===== src/rtl/fft_pkg.sv =====
// Shared types and butterfly address helper for the radix-2 DIT FFT stage AGU.
// Types are sized for the largest legal transform (LOG2N = 12); users take the low bits.
package fft_pkg;

    localparam int FFT_LOG2N_MAX = 12;

    typedef enum logic [2:0] {
        IDLE,
        RUN,
        GAP,
        FLUSH,
        DONE
    } fft_agu_state_e;

    typedef logic [FFT_LOG2N_MAX-1:0] addr_t;
    typedef logic [FFT_LOG2N_MAX-2:0] twidx_t;

    typedef struct packed {
        addr_t  a;
        addr_t  b;
        twidx_t twid;
    } bfly_t;

    // Butterfly k of stage s: top/bottom leg addresses and twiddle ROM index.
    function automatic bfly_t bfly_addr(input int log2n, input int s, input int k);
        int    half;
        int    idx;
        int    a;
        bfly_t r;
        half   = 1 << s;
        idx    = k & (half - 1);
        a      = ((k >> s) << (s + 1)) + idx;
        r.a    = addr_t'(a);
        r.b    = addr_t'(a + half);
        r.twid = twidx_t'(idx << (log2n - 1 - s));
        return r;
    endfunction

endpackage


===== src/rtl/fft_stage_agu_if.sv =====
// Control/address bus between the FFT stage AGU (master) and the sample memory,
// twiddle ROM and sequencer (slave).
interface fft_stage_agu_if #(
    parameter int LOG2N = 10
);
    localparam int ADDR_W  = LOG2N;
    localparam int STAGE_W = $clog2(LOG2N);

    logic               start_i;
    logic               busy_o;
    logic               done_o;
    logic [STAGE_W-1:0] stage_o;
    logic               rd_en_o;
    logic [ADDR_W-1:0]  rd_addr_a_o;
    logic [ADDR_W-1:0]  rd_addr_b_o;
    logic [LOG2N-2:0]   twid_idx_o;
    logic               wr_en_o;
    logic [ADDR_W-1:0]  wr_addr_a_o;
    logic [ADDR_W-1:0]  wr_addr_b_o;

    modport master (
        input  start_i,
        output busy_o, done_o, stage_o,
        output rd_en_o, rd_addr_a_o, rd_addr_b_o, twid_idx_o,
        output wr_en_o, wr_addr_a_o, wr_addr_b_o
    );

    modport slave (
        output start_i,
        input  busy_o, done_o, stage_o,
        input  rd_en_o, rd_addr_a_o, rd_addr_b_o, twid_idx_o,
        input  wr_en_o, wr_addr_a_o, wr_addr_b_o
    );
endinterface


===== src/rtl/fft_delay_line.sv =====
// Fixed-depth shift register with synchronous clear; aligns read strobes/addresses
// with the write-back of the combinational butterfly.
module fft_delay_line #(
    parameter int WIDTH = 1,
    parameter int DEPTH = 1
) (
    input  logic             clk_i,
    input  logic             rst_i,
    input  logic [WIDTH-1:0] din_i,
    output logic [WIDTH-1:0] dout_o
);
    generate
        for (genvar gi = 0; gi < DEPTH; gi++) begin : g_tap
            logic [WIDTH-1:0] tap_q;
            if (gi == 0) begin : g_head
                always_ff @(posedge clk_i) begin
                    if (rst_i) tap_q <= '0;
                    else       tap_q <= din_i;
                end
            end else begin : g_body
                always_ff @(posedge clk_i) begin
                    if (rst_i) tap_q <= '0;
                    else       tap_q <= g_tap[gi-1].tap_q;
                end
            end
        end
    endgenerate

    assign dout_o = g_tap[DEPTH-1].tap_q;
endmodule


===== src/rtl/fft_stage_agu.sv =====
// In-place radix-2 DIT FFT address generator: one butterfly read per RUN cycle, write-back
// RD_LAT cycles later. Define FFT_AGU_HAZARD_GUARD_EN to insert an RD_LAT-cycle gap between stages.
module fft_stage_agu
    import fft_pkg::*;
#(
    parameter int LOG2N  = 10,
    parameter int RD_LAT = 1,
    parameter int ADDR_W = LOG2N
) (
    input  logic            clk_i,
    input  logic            rst_i,
    fft_stage_agu_if.master bus
);
    localparam int HALF_W  = LOG2N - 1;
    localparam int STAGE_W = $clog2(LOG2N);
    localparam int CNT_W   = (RD_LAT > 1) ? $clog2(RD_LAT) : 1;
    localparam int DL_W    = 1 + 2 * ADDR_W;

    fft_agu_state_e     state_q, state_d;
    logic [STAGE_W-1:0] s_q, s_d;
    logic [HALF_W-1:0]  k_q, k_d;
    logic [CNT_W-1:0]   cnt_q, cnt_d;

    logic               busy_q, busy_d, done_q, done_d, rd_en_q, rd_en_d;
    logic [STAGE_W-1:0] stage_q, stage_d;
    logic [ADDR_W-1:0]  rd_a_q, rd_a_d, rd_b_q, rd_b_d;
    logic [LOG2N-2:0]   twid_q, twid_d;

    logic               last_k, last_s, cnt_done;
    bfly_t              bf;
    logic               unused_bf;
    logic [DL_W-1:0]    wr_bus;

    assign last_k    = &k_q;
    assign last_s    = (s_q == STAGE_W'(LOG2N - 1));
    assign cnt_done  = (cnt_q == CNT_W'(RD_LAT - 1));
    assign unused_bf = ^bf;

    always_ff @(posedge clk_i) begin
        if (rst_i) begin
            state_q <= IDLE;
            s_q     <= '0;
            k_q     <= '0;
            cnt_q   <= '0;
            busy_q  <= 1'b0;
            done_q  <= 1'b0;
            rd_en_q <= 1'b0;
            stage_q <= '0;
            rd_a_q  <= '0;
            rd_b_q  <= '0;
            twid_q  <= '0;
        end else begin
            state_q <= state_d;
            s_q     <= s_d;
            k_q     <= k_d;
            cnt_q   <= cnt_d;
            busy_q  <= busy_d;
            done_q  <= done_d;
            rd_en_q <= rd_en_d;
            stage_q <= stage_d;
            rd_a_q  <= rd_a_d;
            rd_b_q  <= rd_b_d;
            twid_q  <= twid_d;
        end
    end

    // s/k always name the butterfly being presented on the read port while in RUN.
    always_comb begin
        state_d = state_q;
        s_d     = s_q;
        k_d     = k_q;
        cnt_d   = cnt_q;
        case (state_q)
            IDLE: begin
                if (bus.start_i) begin
                    state_d = RUN;
                    s_d     = '0;
                    k_d     = '0;
                end
            end
            RUN: begin
                if (!last_k) begin
                    k_d = k_q + 1'b1;
                end else if (last_s) begin
                    state_d = FLUSH;
                    cnt_d   = '0;
                end else begin
                    s_d = s_q + 1'b1;
                    k_d = '0;
`ifdef FFT_AGU_HAZARD_GUARD_EN
                    state_d = GAP;
                    cnt_d   = '0;
`endif
                end
            end
            GAP, FLUSH: begin
                if (cnt_done) state_d = (state_q == GAP) ? RUN : DONE;
                else          cnt_d   = cnt_q + 1'b1;
            end
            DONE: begin
                state_d = IDLE;
                s_d     = '0;
                k_d     = '0;
            end
            default: state_d = IDLE;
        endcase
    end

    // Outputs are decoded from the next state so they register on the same edge.
    always_comb begin
        bf      = bfly_addr(LOG2N, int'(s_d), int'(k_d));
        busy_d  = (state_d != IDLE);
        done_d  = (state_d == DONE);
        rd_en_d = (state_d == RUN);
        stage_d = s_d;
        rd_a_d  = '0;
        rd_b_d  = '0;
        twid_d  = '0;
        if (rd_en_d) begin
            rd_a_d = bf.a[ADDR_W-1:0];
            rd_b_d = bf.b[ADDR_W-1:0];
            twid_d = bf.twid[LOG2N-2:0];
        end
    end

    fft_delay_line #(
        .WIDTH (DL_W),
        .DEPTH (RD_LAT)
    ) u_wr_align (
        .clk_i  (clk_i),
        .rst_i  (rst_i),
        .din_i  ({rd_en_q, rd_a_q, rd_b_q}),
        .dout_o (wr_bus)
    );

    assign bus.busy_o      = busy_q;
    assign bus.done_o      = done_q;
    assign bus.stage_o     = stage_q;
    assign bus.rd_en_o     = rd_en_q;
    assign bus.rd_addr_a_o = rd_a_q;
    assign bus.rd_addr_b_o = rd_b_q;
    assign bus.twid_idx_o  = twid_q;
    assign bus.wr_en_o     = wr_bus[DL_W-1];
    assign bus.wr_addr_a_o = wr_bus[2*ADDR_W-1:ADDR_W];
    assign bus.wr_addr_b_o = wr_bus[ADDR_W-1:0];
endmodule


===== src/flat_wrapper.sv =====
// flat-port wrapper written by rule: the top's interface ports become plain ports
module fft_stage_agu_flat import fft_pkg::*;
#(
    parameter int LOG2N  = 10,
    parameter int RD_LAT = 1,
    parameter int ADDR_W = LOG2N
)
  (clk_i, rst_i, bus_start_i, bus_busy_o, bus_done_o, bus_stage_o, bus_rd_en_o, bus_rd_addr_a_o, bus_rd_addr_b_o, bus_twid_idx_o, bus_wr_en_o, bus_wr_addr_a_o, bus_wr_addr_b_o);
  fft_stage_agu_if #(.LOG2N(LOG2N)) bus_i ();
  input  logic clk_i;
  input  logic rst_i;
  input wire logic [$bits(bus_i.start_i)-1:0] bus_start_i;
  output wire logic [$bits(bus_i.busy_o)-1:0] bus_busy_o;
  output wire logic [$bits(bus_i.done_o)-1:0] bus_done_o;
  output wire logic [$bits(bus_i.stage_o)-1:0] bus_stage_o;
  output wire logic [$bits(bus_i.rd_en_o)-1:0] bus_rd_en_o;
  output wire logic [$bits(bus_i.rd_addr_a_o)-1:0] bus_rd_addr_a_o;
  output wire logic [$bits(bus_i.rd_addr_b_o)-1:0] bus_rd_addr_b_o;
  output wire logic [$bits(bus_i.twid_idx_o)-1:0] bus_twid_idx_o;
  output wire logic [$bits(bus_i.wr_en_o)-1:0] bus_wr_en_o;
  output wire logic [$bits(bus_i.wr_addr_a_o)-1:0] bus_wr_addr_a_o;
  output wire logic [$bits(bus_i.wr_addr_b_o)-1:0] bus_wr_addr_b_o;
  assign bus_i.start_i = bus_start_i;
  assign bus_busy_o = bus_i.busy_o;
  assign bus_done_o = bus_i.done_o;
  assign bus_stage_o = bus_i.stage_o;
  assign bus_rd_en_o = bus_i.rd_en_o;
  assign bus_rd_addr_a_o = bus_i.rd_addr_a_o;
  assign bus_rd_addr_b_o = bus_i.rd_addr_b_o;
  assign bus_twid_idx_o = bus_i.twid_idx_o;
  assign bus_wr_en_o = bus_i.wr_en_o;
  assign bus_wr_addr_a_o = bus_i.wr_addr_a_o;
  assign bus_wr_addr_b_o = bus_i.wr_addr_b_o;
  fft_stage_agu #(.LOG2N(LOG2N), .RD_LAT(RD_LAT), .ADDR_W(ADDR_W)) u_core (.clk_i(clk_i), .rst_i(rst_i), .bus(bus_i));
endmodule

===== config.mk =====
export PLATFORM = sky130hd
export DESIGN_NAME = fft_stage_agu_flat
export DESIGN_NICKNAME = d
export VERILOG_FILES = /design/src/rtl/fft_pkg.sv /design/src/rtl/fft_stage_agu_if.sv /design/src/rtl/fft_delay_line.sv /design/src/rtl/fft_stage_agu.sv /design/src/flat_wrapper.sv
export SDC_FILE = /design/constraint.sdc
export NUM_CORES = 1
export LEC_CHECK = 0
export ABC_AREA = 1
export BUFFER_PORTS_ARGS = -buffer_cell sky130_fd_sc_hd__buf_2
export CAP_MARGIN = 20
export CORE_ASPECT_RATIO = 0.8
export CORE_MARGIN = 4
export CORE_UTILIZATION = 44
export DETAILED_ROUTE_END_ITERATION = 8
export PLACE_DENSITY = 0.71
export SYNTH_ARGS = -nofsm -noshare
export SYNTH_HDL_FRONTEND = slang
export SYNTH_HIERARCHICAL = 1
export SYNTH_SLANG_ARGS = --single-unit

===== constraint.sdc =====
create_clock -name clk_i -period 8 [get_ports clk_i]
set_clock_uncertainty 0.15 [all_clocks]
set_input_delay 1.2 -clock clk_i [delete_from_list [all_inputs] [get_ports clk_i]]
set_output_delay 1.2 -clock clk_i [all_outputs]
set_load 0.03 [all_outputs]

==> summary by stage, run 1 <==
Finish
The sequential cell area is 0.00138 mm^2. The number of antenna diodes is 0. After filler insertion, the fill cell instance count of the layout stands at a little over 1000. Summing all multi-input logic gate instances after layout gives around 0.0027 mm^2. The area growth from synthesis to layout is 13.7%. The number of nets in the layout is around 800. Cells with a size suffix above 1 make up between 10% and 20% of the layout.

Detailed routing
The via-per-instance ratio is 5.13. The violation count after the first detailed-route iteration is roughly 460. After detailed routing, the average wire length per cell comes to 14.1 um. For this run, design rule violations remaining after detail routing come to 0. The count of nets left with antenna violations once routing finished came out at 0. After detailed routing, the total wire length is approximately 13 mm. Before antenna repair, the detailed router went through 7 iterations. The vias after detailed routing is 4590.

Floorplanning
In this run the core area contains 33 standard-cell rows. In this run the vertical extent of the chip is ~100 um. From left edge to right edge, the die measures between 100 and 150 um. The region available for standard cell placement spans roughly 0.010 mm^2. The full die area is approximately 0.012 mm^2. The I/O pin count is 60. The effective utilization at floorplan is 45.2%.

Clock network
The total clock buffers created by CTS is 9. In this run, post-CTS hold repair placed 0 buffers. The number of gates given a new drive strength after cts is 0.

The buffer cell driving the clock tree root is sky130_fd_sc_hd__clkbuf_16. TritonCTS built the clock tree. The TritonCTS sink count is 69.

Clock-pin slew was measured on the worst setup and hold paths at roughly 0.060 ns. The number of levels the H-tree was split into is 3. After clock tree synthesis, the setup repair step added 0 buffers. The clock passes through at most 2 buffers.

The insertion delay to the later sink of the worst-skew pair is roughly 0.33 ns.

Global routing
The number of antenna violations at the first check in global routing is 0. The wire length of the first global-routing pass is a little over 20 mm. For this run the aggregate overflow at the end of global routing stands at 0. The number of global-route vias before repair is between 4000 and 5000. The maximum number of pins on one net before global-route repair is 38. The combined global-route utilization of all metal layers is a little over a fifth.

Pwr
Per report_power, the clock group accounts for around half of the total. The switching portion of total power is between 20% and 30%. The fraction of power consumed by sequential logic is 44.5%. The switching power total is approximately 190 uW.

Combinational cells account for just under 6% of the total power. For this design the static power due to leakage is about 0.0027 uW. The worst-case IR drop observed on VDD is 0.0679 mV. Cell internal power was estimated by the tool at roughly 600 uW. Power spread over the standard cell area amounts to 149 mW/mm^2.

STA
The final total negative setup slack is 0 ns. The final count of hold timing violations is 0. The final cycle utilization of the critical path is between 80 and 90%.

The achievable clock frequency is approximately 150 MHz. At the pin with the least slew margin, the transition time is approximately 0.66 ns. The minimum period implied by the final worst setup slack is about 6.6 ns. The number of pins with negative max-slew slack in the final report was 0. The worst max-slew margin expressed relative to the limit is 56.1%. The number of endpoints failing setup at the final stage is 0. Setup repair after global routing left no endpoint under its margin. On the final layout, the worst hold slack is roughly 0.27 ns.

Synthesis
The share of the synthesized area in the top cell type is 29.7%. The number of warning messages in the yosys log is 6. By area the synthesized netlist is led by sky130_fd_sc_hd__dfxtp_1, sky130_fd_sc_hd__nand2_1, sky130_fd_sc_hd__nor2_1, sky130_fd_sc_hd__inv_1, sky130_fd_sc_hd__ha_1.

The synthesized instance count is 698. The cell area that synthesis handed to floorplanning was ~0.0046 mm^2. After synthesis, the share of flip-flops with an asynchronous set or reset is 0%. Synthesis inferred about 70 register bits. The total nets after synthesis is between 700 and 800. Averaged over all synthesized cells, the footprint is 6.66 um^2. Counting distinct cell types in the post-synthesis netlist gives roughly 50. The main flop type after synthesis is sky130_fd_sc_hd__dfxtp_1. The sequential share of the synthesized area is 29.7%. sky130_fd_sc_hd__dfxtp_1 takes more of the synthesized area than any other cell. The number of synthesized flops with an enable pin is 0.

Placement
The number of buffers added on ports is just under 60. The congestion estimate from routability-driven global placement came to approximately 0.94. The half-perimeter wire length after placement is between 10 and 15 mm.

Flow run
The reported max-cap violation count is 0.

Setup path
The data required time of the critical path is ~8.1 ns. The delay contributed by the slowest stage of the critical path is 0.43 ns. The endpoint kind of the worst setup timing path is a flip-flop. The combined buffer and inverter count along the critical path is 6.

The slowest stage of the critical path is the sky130_fd_sc_hd__ha_1 cell. The critical path is of the reg -> reg type. The largest delay contributor family on the critical path is simple AND/OR/NAND/NOR gates. The most numerous cell on the critical path is sky130_fd_sc_hd__nor2_1. For the worst setup path, the data arrival time is around 6.6 ns. STA classifies the critical path startpoint as a flip-flop. The largest driver fanout on the critical path is 31.

Min path
The class of the worst hold path is reg -> reg.

Run status
The flow ran to the end, and the final reports show no timing, DRC or antenna violations.
-- cells in the mapped netlist (7+ instances only) --
master	count
sky130_fd_sc_hd__xor2_1	7
sky130_fd_sc_hd__nand2_2	11
sky130_fd_sc_hd__ha_1	26
sky130_fd_sc_hd__nand3_1	57
sky130_fd_sc_hd__nor3_1	8
sky130_fd_sc_hd__nand2_1	149
sky130_fd_sc_hd__nor2_2	7
sky130_fd_sc_hd__buf_6	7
sky130_fd_sc_hd__nor2_1	105
sky130_fd_sc_hd__inv_2	16
sky130_fd_sc_hd__dfxtp_1	69
sky130_fd_sc_hd__o21ai_0	20
sky130_fd_sc_hd__inv_1	102
sky130_fd_sc_hd__a21oi_1	33
sky130_fd_sc_hd__o21ai_1	7
sky130_fd_sc_hd__nand4_1	10
-- layout by cell type (no fill, tap or decap), drive strengths merged, types with 2 or more instances in the layout --
cell | Yosys | routed
a21oi | 36 | 36
or2 | 3 | 3
o21bai | 4 | 4
fa | 2 | 2
dfxtp | 69 | 69
nor2 | 116 | 116
nand4 | 11 | 11
clkinv | 0 | 4
buf | 11 | 59
nor3 | 9 | 9
nand2 | 167 | 167
inv | 119 | 119
xor2 | 7 | 7
a31oi | 5 | 5
ha | 26 | 26
o22ai | 2 | 2
a21boi | 2 | 2
nand3 | 64 | 64
o21ai | 28 | 28
clkbuf | 6 | 9
-- cell families (layout without fill, tap and decap cells) --
group	count (synthesis)	after routing	share of synthesized area [%]
xor+xnor	8	8	1.51
flops	69	69	29.7
buf+inv	136	193	12.3
compound gates	83	83	10.4
fa+ha+maj	28	28	7.86
simple gates	374	374	38.2
-- flip-flops by register name, indices dropped and copies added (netlist names) --
register,count
u_core/k_q,9
u_core/bus.twid_idx_o,9
u_core/state_q,3
u_core/bus.rd_addr_a_o,10
u_core/bus.stage_o,4
u_core/bus.rd_addr_b_o,10
u_core/bus.rd_en_o,1
u_core/bus.busy_o,1
u_core/u_wr_align/dout_o,21
u_core/bus.done_o,1
-- power groups by stage --
| stage | clock network (uW) | logic, uW | registers (uW) |
|---|---|---|---|
| global route | 415 | 51.3 | 351 |
| global placement | 0 | 45.3 | 358 |
| floorplan | 0 | 28.7 | 365 |
| CTS | 401 | 45.8 | 351 |
| finish | 391 | 46.1 | 351 |
| detailed placement | 0 | 45.7 | 359 |
-- routing by layer --
metal  vias up  GRT usage, %  routed length [um]
met5         -             0                   0
met4         0          8.26                 275
met3        25          4.90                1130
met1      2067          28.9                5790
li1       2310             -                   -
met2       188          31.7                5430
-- worst min-delay path, cell delays in order (launching register included) --
cell and delay [ns]:
sky130_fd_sc_hd__dfxtp_1 0.30, sky130_fd_sc_hd__inv_1 0.04, sky130_fd_sc_hd__nor2_1 0.03
-- cell type report --
type / instances / area share (%)
Inverter: 119 / 8.50
Tap cell: 140 / 3.32
Clock inverter: 6 / 1.23
Sequential cell: 69 / 26.1
Timing Repair Buffer: 59 / 5.59
Clock buffer: 9 / 4.26
Multi-Input combinational cell: 493 / 50.9
-- worst paths after layout --
kind / startpoint / endpoint / slack (ns) / cells after the start
min: u_core/bus.rd_addr_a_o[1] / u_core/u_wr_align/dout_o[11] / 0.27 / 2
min reg2reg: u_core/bus.rd_addr_a_o[1] / u_core/u_wr_align/dout_o[11] / 0.27 / 2
max: u_core/k_q[1] / u_core/bus.rd_addr_b_o[9] / 1.43 / 37
max reg2reg: u_core/k_q[1] / u_core/bus.rd_addr_b_o[9] / 1.43 / 37
-- through the flow --
step                      cells  util [%]  power (uW)  setup WS, ns  area, um^2
after detailed placement    880      48.6         404          1.53        4990
after floorplan             698         -         394          2.35        4650
final                       895      51.4         788          1.43        5280
after global routing        895      51.4         818         0.793        5280
after CTS                   895      51.4         797          1.50        5280
after global placement      880      48.6         403          1.75        4990
Note: power is estimated with default switching activity, not from simulation.
==> inputs of run 2 (changes only) <==
- clock period: 8 -> 6.1 ns (I/O delays scaled with it)
==> run 2 against run 1 <==
  * Highest routed layer unchanged
  * Largest cell class unchanged
  * Worst setup slack worse by 0.99 ns
  * Register-to-register slack worse by 0.99 ns
  * Via count is 3.8% higher
==> summary by stage, run 2 (synthesized netlist as in run 1, its figures left out) <==
Run status
The flow ran to the end, and the final reports show no timing, DRC or antenna violations.

Floorplanning
The number of standard-cell rows in the floorplan is 33. The vertical extent of the die is around 100 um. The floorplan step defined a die boundary enclosing between 0.01 and 0.015 mm^2. The die boundary width is ~120 um. The I/O pin count is 60.

The core region is about 0.010 mm^2. Once the floorplan was initialized, standard cells occupied 45.2% of the core.

Global routing
The number of global-route vias before repair is 4308. The first global-routing pass estimated roughly 22 mm of wire. The maximum number of pins on one net before global-route repair is 38. Global routing used 22.9% of the available tracks. The number of antenna violations at the first check in global routing is 0.

After global routing the overflow that remains totals 0.

Clock network
The number of levels the H-tree was split into is 3. TritonCTS built the clock tree. The buffer cell driving the clock tree root is sky130_fd_sc_hd__clkbuf_16. TritonCTS created 9 clock buffers.

The TritonCTS sink count is slightly below 70. The insertion delay to the later sink of the worst-skew pair is between 0.3 and 0.4 ns. The buffer levels on the longest clock path is 2. Clock-pin slew was measured on the worst setup and hold paths at around 0.06 ns.

Detailed routing
The average wire length per cell after detail routing is roughly 15 um. The vias after detailed routing is between 4000 and 5000. The residual DRC count is 0. For this run, the detailed router's first-pass iteration total came to 7. After the first detailed-routing iteration, the DRC count stood at 438. The total length of routed wires is 14.2 mm.

The count of nets left with antenna violations once routing finished came out at 0. After detailed routing, the number of vias per cell comes to a little over 5.

Finish
After the last flow step, the layout net total stands at around 800. The sequential cell area is between 0.001 and 0.0015 mm^2. The fraction of final layout cells sized beyond drive strength 1 is between 20% and 30%.

The most common cell after layout, fill and taps aside is sky130_fd_sc_hd__nand2_1. The number of antenna diodes in the final layout is 0. Measured on the finished design, the core utilization comes to between 50% and 60%. After routing the design area is a little under 0.006 mm^2. The library cells used most frequently in the layout, excluding fill and tap cells, are sky130_fd_sc_hd__nand2_1, sky130_fd_sc_hd__inv_1, sky130_fd_sc_hd__nor2_1, sky130_fd_sc_hd__dfxtp_1, sky130_fd_sc_hd__buf_2. The flip-flop count of the largest register, all copies and words added is 21.

The layout filler cell count is ~1000. The number of cells in the finished layout apart from fillers is 937. Relative to the synthesized area, the layout overhead comes to 25.0%. The multi-input combinational cells in the finished layout cover a total of between 0.002 and 0.003 mm^2.

Setup path
The largest driver fanout on the critical path is 8. The slowest stage of the critical path belongs to the cell sky130_fd_sc_hd__dfxtp_2. The endpoint kind of the worst setup timing path is a flip-flop. The worst setup path is of the reg -> reg kind. Data on the critical path arrives at its endpoint at between 5 and 6 ns. The type of element launching the critical path is a flip-flop.

The delay contributed by the slowest stage of the critical path is 0.37 ns. The most numerous cell on the critical path is sky130_fd_sc_hd__nor2_1. At the worst endpoint, the required time is slightly above 6 ns.

STA
At the pin with the least slew margin, the transition time is a little under 0.7 ns. The minimum period implied by the final worst setup slack is roughly 5.7 ns. The number of endpoints failing setup at the final stage is 0. Hold timing on the final database bottoms out at a slack of between 0.2 and 0.3 ns. The number of pins with negative max-slew slack in the final report was 0. Static timing analysis puts the maximum clock frequency at 177 MHz. For the final routed database, the setup TNS stands at 0 ns. The final cycle utilization of the critical path is between 90% and 100%. The final count of hold timing violations is 0. In this run the tightest slew margin relative to its limit is between 50% and 60%.

Placement
At the end of routability-driven placement, the weighted congestion stood at 0.965. The cell total after placement is roughly 900. Buffers placed on the I/O ports in this run total 59.

The placed standard-cell area is 0.00511 mm^2. The HPWL after detailed placement is approximately 11 mm.

Pwr
Per report_power, the sequential group accounts for a little over two fifths of the total. The largest voltage drop on the vdd net is roughly 0.12 mV. For this design the ratio of total power to cell area is about 190 mW/mm^2. Per report_power, the combinational group accounts for 5.9% of the total. The clock network burns a little over half of the power. The switching power total is between 200 and 300 uW.

The switching portion of total power is approximately a quarter. The internal power contribution is approximately 850 uW. The static leakage is a little under 0.003 uW.

Min path
The path class of the tightest hold or removal check is reg -> reg.

Flow run
The reported max-cap violation count is 0.
-- run 2: cell types whose count changed in the layout (fill, tap and decap cells not counted), moves of 3 or more --
cell,change
sky130_fd_sc_hd__buf_4,+36
sky130_fd_sc_hd__nand2_1,-7
sky130_fd_sc_hd__nor2_1,-7
sky130_fd_sc_hd__nand2_2,+6
sky130_fd_sc_hd__buf_6,+4
sky130_fd_sc_hd__dfxtp_1,-4
sky130_fd_sc_hd__ha_1,-4
sky130_fd_sc_hd__inv_1,-4
sky130_fd_sc_hd__nand3_1,-4
sky130_fd_sc_hd__nand3_2,+4
sky130_fd_sc_hd__nor2_2,+4
sky130_fd_sc_hd__ha_2,+3
sky130_fd_sc_hd__inv_6,+3
sky130_fd_sc_hd__nor2_4,+3
-- run 2: path summary, 6_finish.rpt --
check,from,cells after the start,to,slack (ns)
worst min-delay path,u_core/bus.rd_addr_a_o[4],2,u_core/u_wr_align/dout_o[14],0.26
worst min register to register,u_core/bus.rd_addr_a_o[4],2,u_core/u_wr_align/dout_o[14],0.26
worst max-delay path,u_core/k_q[3],35,u_core/bus.rd_addr_b_o[9],0.44
worst max register to register,u_core/k_q[3],35,u_core/bus.rd_addr_b_o[9],0.44
-- run 2: power by group through the flow --
stage | Clock [uW] | Sequential [uW] | Combinational (uW)
3_3_place_gp | 0 | 470 | 59.9
4_1_cts | 592 | 460 | 61.0
5_1_grt | 610 | 461 | 72.2
6_report | 579 | 460 | 65.7
3_5_place_dp | 0 | 470 | 60.6
2_1_floorplan | 0 | 479 | 37.7
-- run 2: layout make-up --
type,count,area share [%]
inverters,119,7.88
clock buffers,10,4.11
well taps,140,3.02
flip-flops and latches,69,23.9
clock inverters,6,1.62
repair buffers,100,10.8
multi-input cells,493,48.7
-- run 2: routing by layer --
metal	vias to the layer above	part of all wire (%)	global-route usage (%)	wire [um]
met5	-	0	0	0
met4	0	1.9	6.97	276
met1	2143	45	31.4	6390
met3	24	7.9	3.83	1120
li1	2393	-	-	-
met2	203	45	37.1	6390
-- run 2: per-stage QoR --
stage / power (uW) / setup WS, ns
final: 1100 / 0.439
after global routing: 1140 / -0.0720
after floorplan: 516 / 0.546
after global placement: 529 / 0.134
after detailed placement: 531 / -0.166
after CTS: 1110 / 0.00824
-- run 2: worst max-delay path, delay by kind of cell, from the launching register on --
family / cells / cell delay, ns
compound gates: 7 / 0.93
xor+xnor: 2 / 0.38
fa+ha+maj: 4 / 1.21
buf+inv: 5 / 0.54
flops: 1 / 0.37
simple gates: 17 / 1.96
-- run 2: what timing repair did --
action                                  4_1_cts  5_1_grt
buffers inserted                              1       24
resized for setup                             2       52
endpoints found under the setup margin        1        3
pin swaps                                     1       24
hold buffers                                  0        0
==> inputs of run 3 (changes only) <==
- PLACE_DENSITY: 0.71 -> 0.74
- clock period: 6.1 -> 4.54 ns (I/O delays scaled with it)
==> run 3 against run 2 <==
  * The flow now finishes with violations (setup timing)
  * Hold slack improved by 0.0020 ns
  * Clock-buffer cell count is 1 lower
  * Via count grew 19%
  * Final area increased by 29%
  * Register-to-register slack lost 1.7 ns
  * Core utilization increased by 16 points
  * Final cell count increased by 17%
  * Critical path type unchanged
  * Largest cell class unchanged
==> summary by stage, run 3 (synthesized netlist as in run 1, its figures left out) <==
STA
For the finished layout, the period the worst path requires is between 5 and 6 ns. The number of endpoints failing setup at the final stage is 11. Setup repair after global routing could not meet its margin everywhere. The final cycle utilization of the critical path is 128%. The number of pins with negative max-slew slack in the final report is 0. The final total negative setup slack is -5.49 ns. The worst max-slew margin expressed relative to the limit is between 50% and 60%. The worst setup slack after layout is -1.27 ns.

The final count of hold timing violations is 0. The achievable clock frequency is between 150 and 200 MHz. For the pin with the worst max-slew slack, the measured transition is 0.704 ns.

Finish
From synthesis to final layout, the design area changed by 61.5%. The flip-flop count of the largest register, all copies and words added is 21. The fraction of final layout cells sized beyond drive strength 1 is a little under half. The number of antenna diodes is 0. Leaving out fill and tap cells, the most frequent cells in the layout are sky130_fd_sc_hd__buf_4, sky130_fd_sc_hd__nand2_1, sky130_fd_sc_hd__nor2_1, sky130_fd_sc_hd__inv_1, sky130_fd_sc_hd__dfxtp_1. The most common cell after layout, fill and taps aside is sky130_fd_sc_hd__buf_4. The number of nets in the layout is just under 1000.

Run status
The final reports fail on setup timing. The run finished, with violations left.

Min path
The worst hold path cell count is 2. The worst hold path terminates at u_core/u_wr_align/dout_o[3]. The class of the worst hold path is reg -> reg.

The launch instance of the worst min-delay path is u_core/bus.rd_addr_b_o[3].

Global routing
The number of global-route vias before repair is a little over 5000. The wire length of the first global-routing pass is ~25 mm. Entering global routing, the biggest net connects 38 pins. The number of antenna violations at the first check in global routing was 0. The total congestion overflow after global routing is 0.

The combined global-route utilization of all metal layers is around a quarter.

Detailed routing
The number of detailed-route iterations in the first pass is 7. For this run, design rule violations remaining after detail routing come to 0. For this block, the routed nets add up to about 18 mm of wire. The via-per-instance ratio is a little over 5. The average wire length per cell after detail routing is 15.9 um. The violation count after the first detailed-route iteration is 607. The detail route stage leaves a number of antenna-violating nets equal to 0. The final route contains approximately 5700 vias.

Pwr
The proportion of power drawn by combinational gates is slightly above 8%. Summed over all nets, the switching power comes to approximately 400 uW. The static leakage is about 0.0038 uW. Dividing total power by cell area gives a power density of just over 200 mW/mm^2. The fraction of power consumed by sequential logic is about two fifths. The largest voltage drop on the vdd net is ~0.18 mV.

Of the total power, the share spent switching nets is around a quarter. Of the total power, the clock network draws 52.2%. The internal power of the cells totals around 1200 uW.

Setup path
The worst setup path is captured at a flip-flop. The critical path contains buffers and inverters numbering 6 combined. The critical path crosses 38 cells after its start point.

The register-to-register setup slack is -1.27 ns. The endpoint of the most critical register-to-register path is u_core/bus.rd_addr_b_o[9]. The path depth of the worst reg2reg path is 38. The largest individual stage delay along the critical path comes from the cell sky130_fd_sc_hd__dfxtp_2. Along the worst path, the maximum fanout reaches 8. Data on the critical path is required at its endpoint by 4.64 ns.

On the worst path, the slowest cell contributes a delay of roughly 0.35 ns. In this design, the critical path's most frequently occurring cell is sky130_fd_sc_hd__nor2_1. The type of element launching the critical path is a flip-flop. The arrival time of the worst setup path is a little under 6 ns. The largest delay contributor family on the critical path is simple AND/OR/NAND/NOR gates. The origin of the critical flop-to-flop path is u_core/k_q[0]. The worst setup path is of the reg -> reg kind.

Floorplanning
The floorplan step set the die height to about 100 um. Once the floorplan was initialized, standard cells occupied between 40% and 50% of the core. The die boundary width is approximately 120 um.

The number of standard-cell rows in the floorplan is 33. The core region is roughly 0.010 mm^2. The I/O pin count is 60. The full die area is 0.0123 mm^2.

Placement
The wire-length estimate of the detail-placed layout is about 11 mm. The number of buffers added on ports is 59. Before CTS, the worst setup slack after placement is -0.841 ns. The final RePlAce weighted congestion is around 0.97.

Clock network
The clock reaches the later pin of the worst-skew pair after 0.35 ns. The tree is rooted in a sky130_fd_sc_hd__clkbuf_16. Buffers inserted during clock tree synthesis total 9. The clock-pin slew on the worst setup and hold paths is around 0.08 ns. The number of hold buffers added after CTS was 0. CTS built an H-tree with a depth of 3. TritonCTS built the clock tree. The buffer levels on the longest clock path is 2. CTS saw 69 sinks.

Flow run
The tool flagged a number of max-cap violations equal to 0.
-- run 3: changes by cell type in the layout (fill, tap and decap cells not counted), moves of 6 or more --
cell | previous run | this run
sky130_fd_sc_hd__inv_4 | 1 | 7
sky130_fd_sc_hd__nand3_1 | 53 | 46
sky130_fd_sc_hd__ha_1 | 22 | 15
sky130_fd_sc_hd__nand2_2 | 17 | 26
sky130_fd_sc_hd__o21ai_0 | 19 | 11
sky130_fd_sc_hd__nand3_2 | 10 | 16
sky130_fd_sc_hd__a21oi_2 | 4 | 15
sky130_fd_sc_hd__a21oi_1 | 32 | 18
sky130_fd_sc_hd__nand2_1 | 142 | 129
sky130_fd_sc_hd__inv_2 | 18 | 28
sky130_fd_sc_hd__ha_4 | 1 | 10
sky130_fd_sc_hd__inv_1 | 98 | 83
sky130_fd_sc_hd__buf_4 | 36 | 193
-- run 3: worst max path at each step --
stage,end,start
CTS,u_core/bus.rd_addr_b_o[9],u_core/k_q[2]
detailed placement,u_core/bus.rd_addr_b_o[9],u_core/k_q[6]
global route,u_core/bus.rd_addr_b_o[9],u_core/k_q[0]
finish,u_core/bus.rd_addr_b_o[9],u_core/k_q[0]
floorplan,u_core/bus.rd_addr_b_o[9],u_core/k_q[2]
global placement,u_core/bus.rd_addr_b_o[9],u_core/k_q[6]
-- run 3: power by group through the flow --
stage          logic [uW]  registers (uW)  clock network [uW]
2_1_floorplan        52.2             644                   0
3_5_place_dp          109             631                   0
6_report              126             617                 811
5_1_grt               137             618                 834
3_3_place_gp          107             631                   0
4_1_cts               117             617                 808
-- run 3: per-layer routing --
metal / vias up / GRT usage, % / share of wire, %
met5: - / 0 / 0
met4: 0 / 9.47 / 4.2
met3: 69 / 4.28 / 7.5
met2: 278 / 40.1 / 46
met1: 2603 / 35.0 / 43
li1: 2724 / - / -
-- run 3: timing repair --
| action | CTS | global route |
|---|---|---|
| cloned | 1 | 0 |
| setup endpoints to repair | 8 | 12 |
| gates resized for setup | 36 | 79 |
| setup buffers | 29 | 16 |
| pin swaps | 48 | 64 |
-- run 3: per-stage QoR --
step / total power, uW / utilization [%] / instances / hold WS (ns) / instance area, um^2
2_1_floorplan: 696 / - / 698 / 0.349 / 4800
3_3_place_gp: 738 / 62.1 / 1044 / 0.253 / 6380
3_5_place_dp: 740 / 62.1 / 1044 / 0.258 / 6380
4_1_cts: 1540 / 69.1 / 1090 / 0.266 / 7100
5_1_grt: 1590 / 73.0 / 1100 / 0.284 / 7500
6_report: 1550 / 73.0 / 1100 / 0.267 / 7500
-- run 3: layout make-up --
class | instances | area (um^2)
Multi-Input combinational cell | 493 | 3220
Fill cell | 722 | 2780
Tap cell | 140 | 175
Inverter | 119 | 469
Clock inverter | 7 | 105
Timing Repair Buffer | 263 | 1910
Clock buffer | 9 | 225
Sequential cell | 69 | 1390
-- run 3: tightest hold or removal path, delay by kind of cell, from the launching register on --
| family | cells | cell delay [ns] |
|---|---|---|
| buffers and inverters | 1 | 0.04 |
| DFF | 1 | 0.30 |
| and+or+nand+nor | 1 | 0.03 |
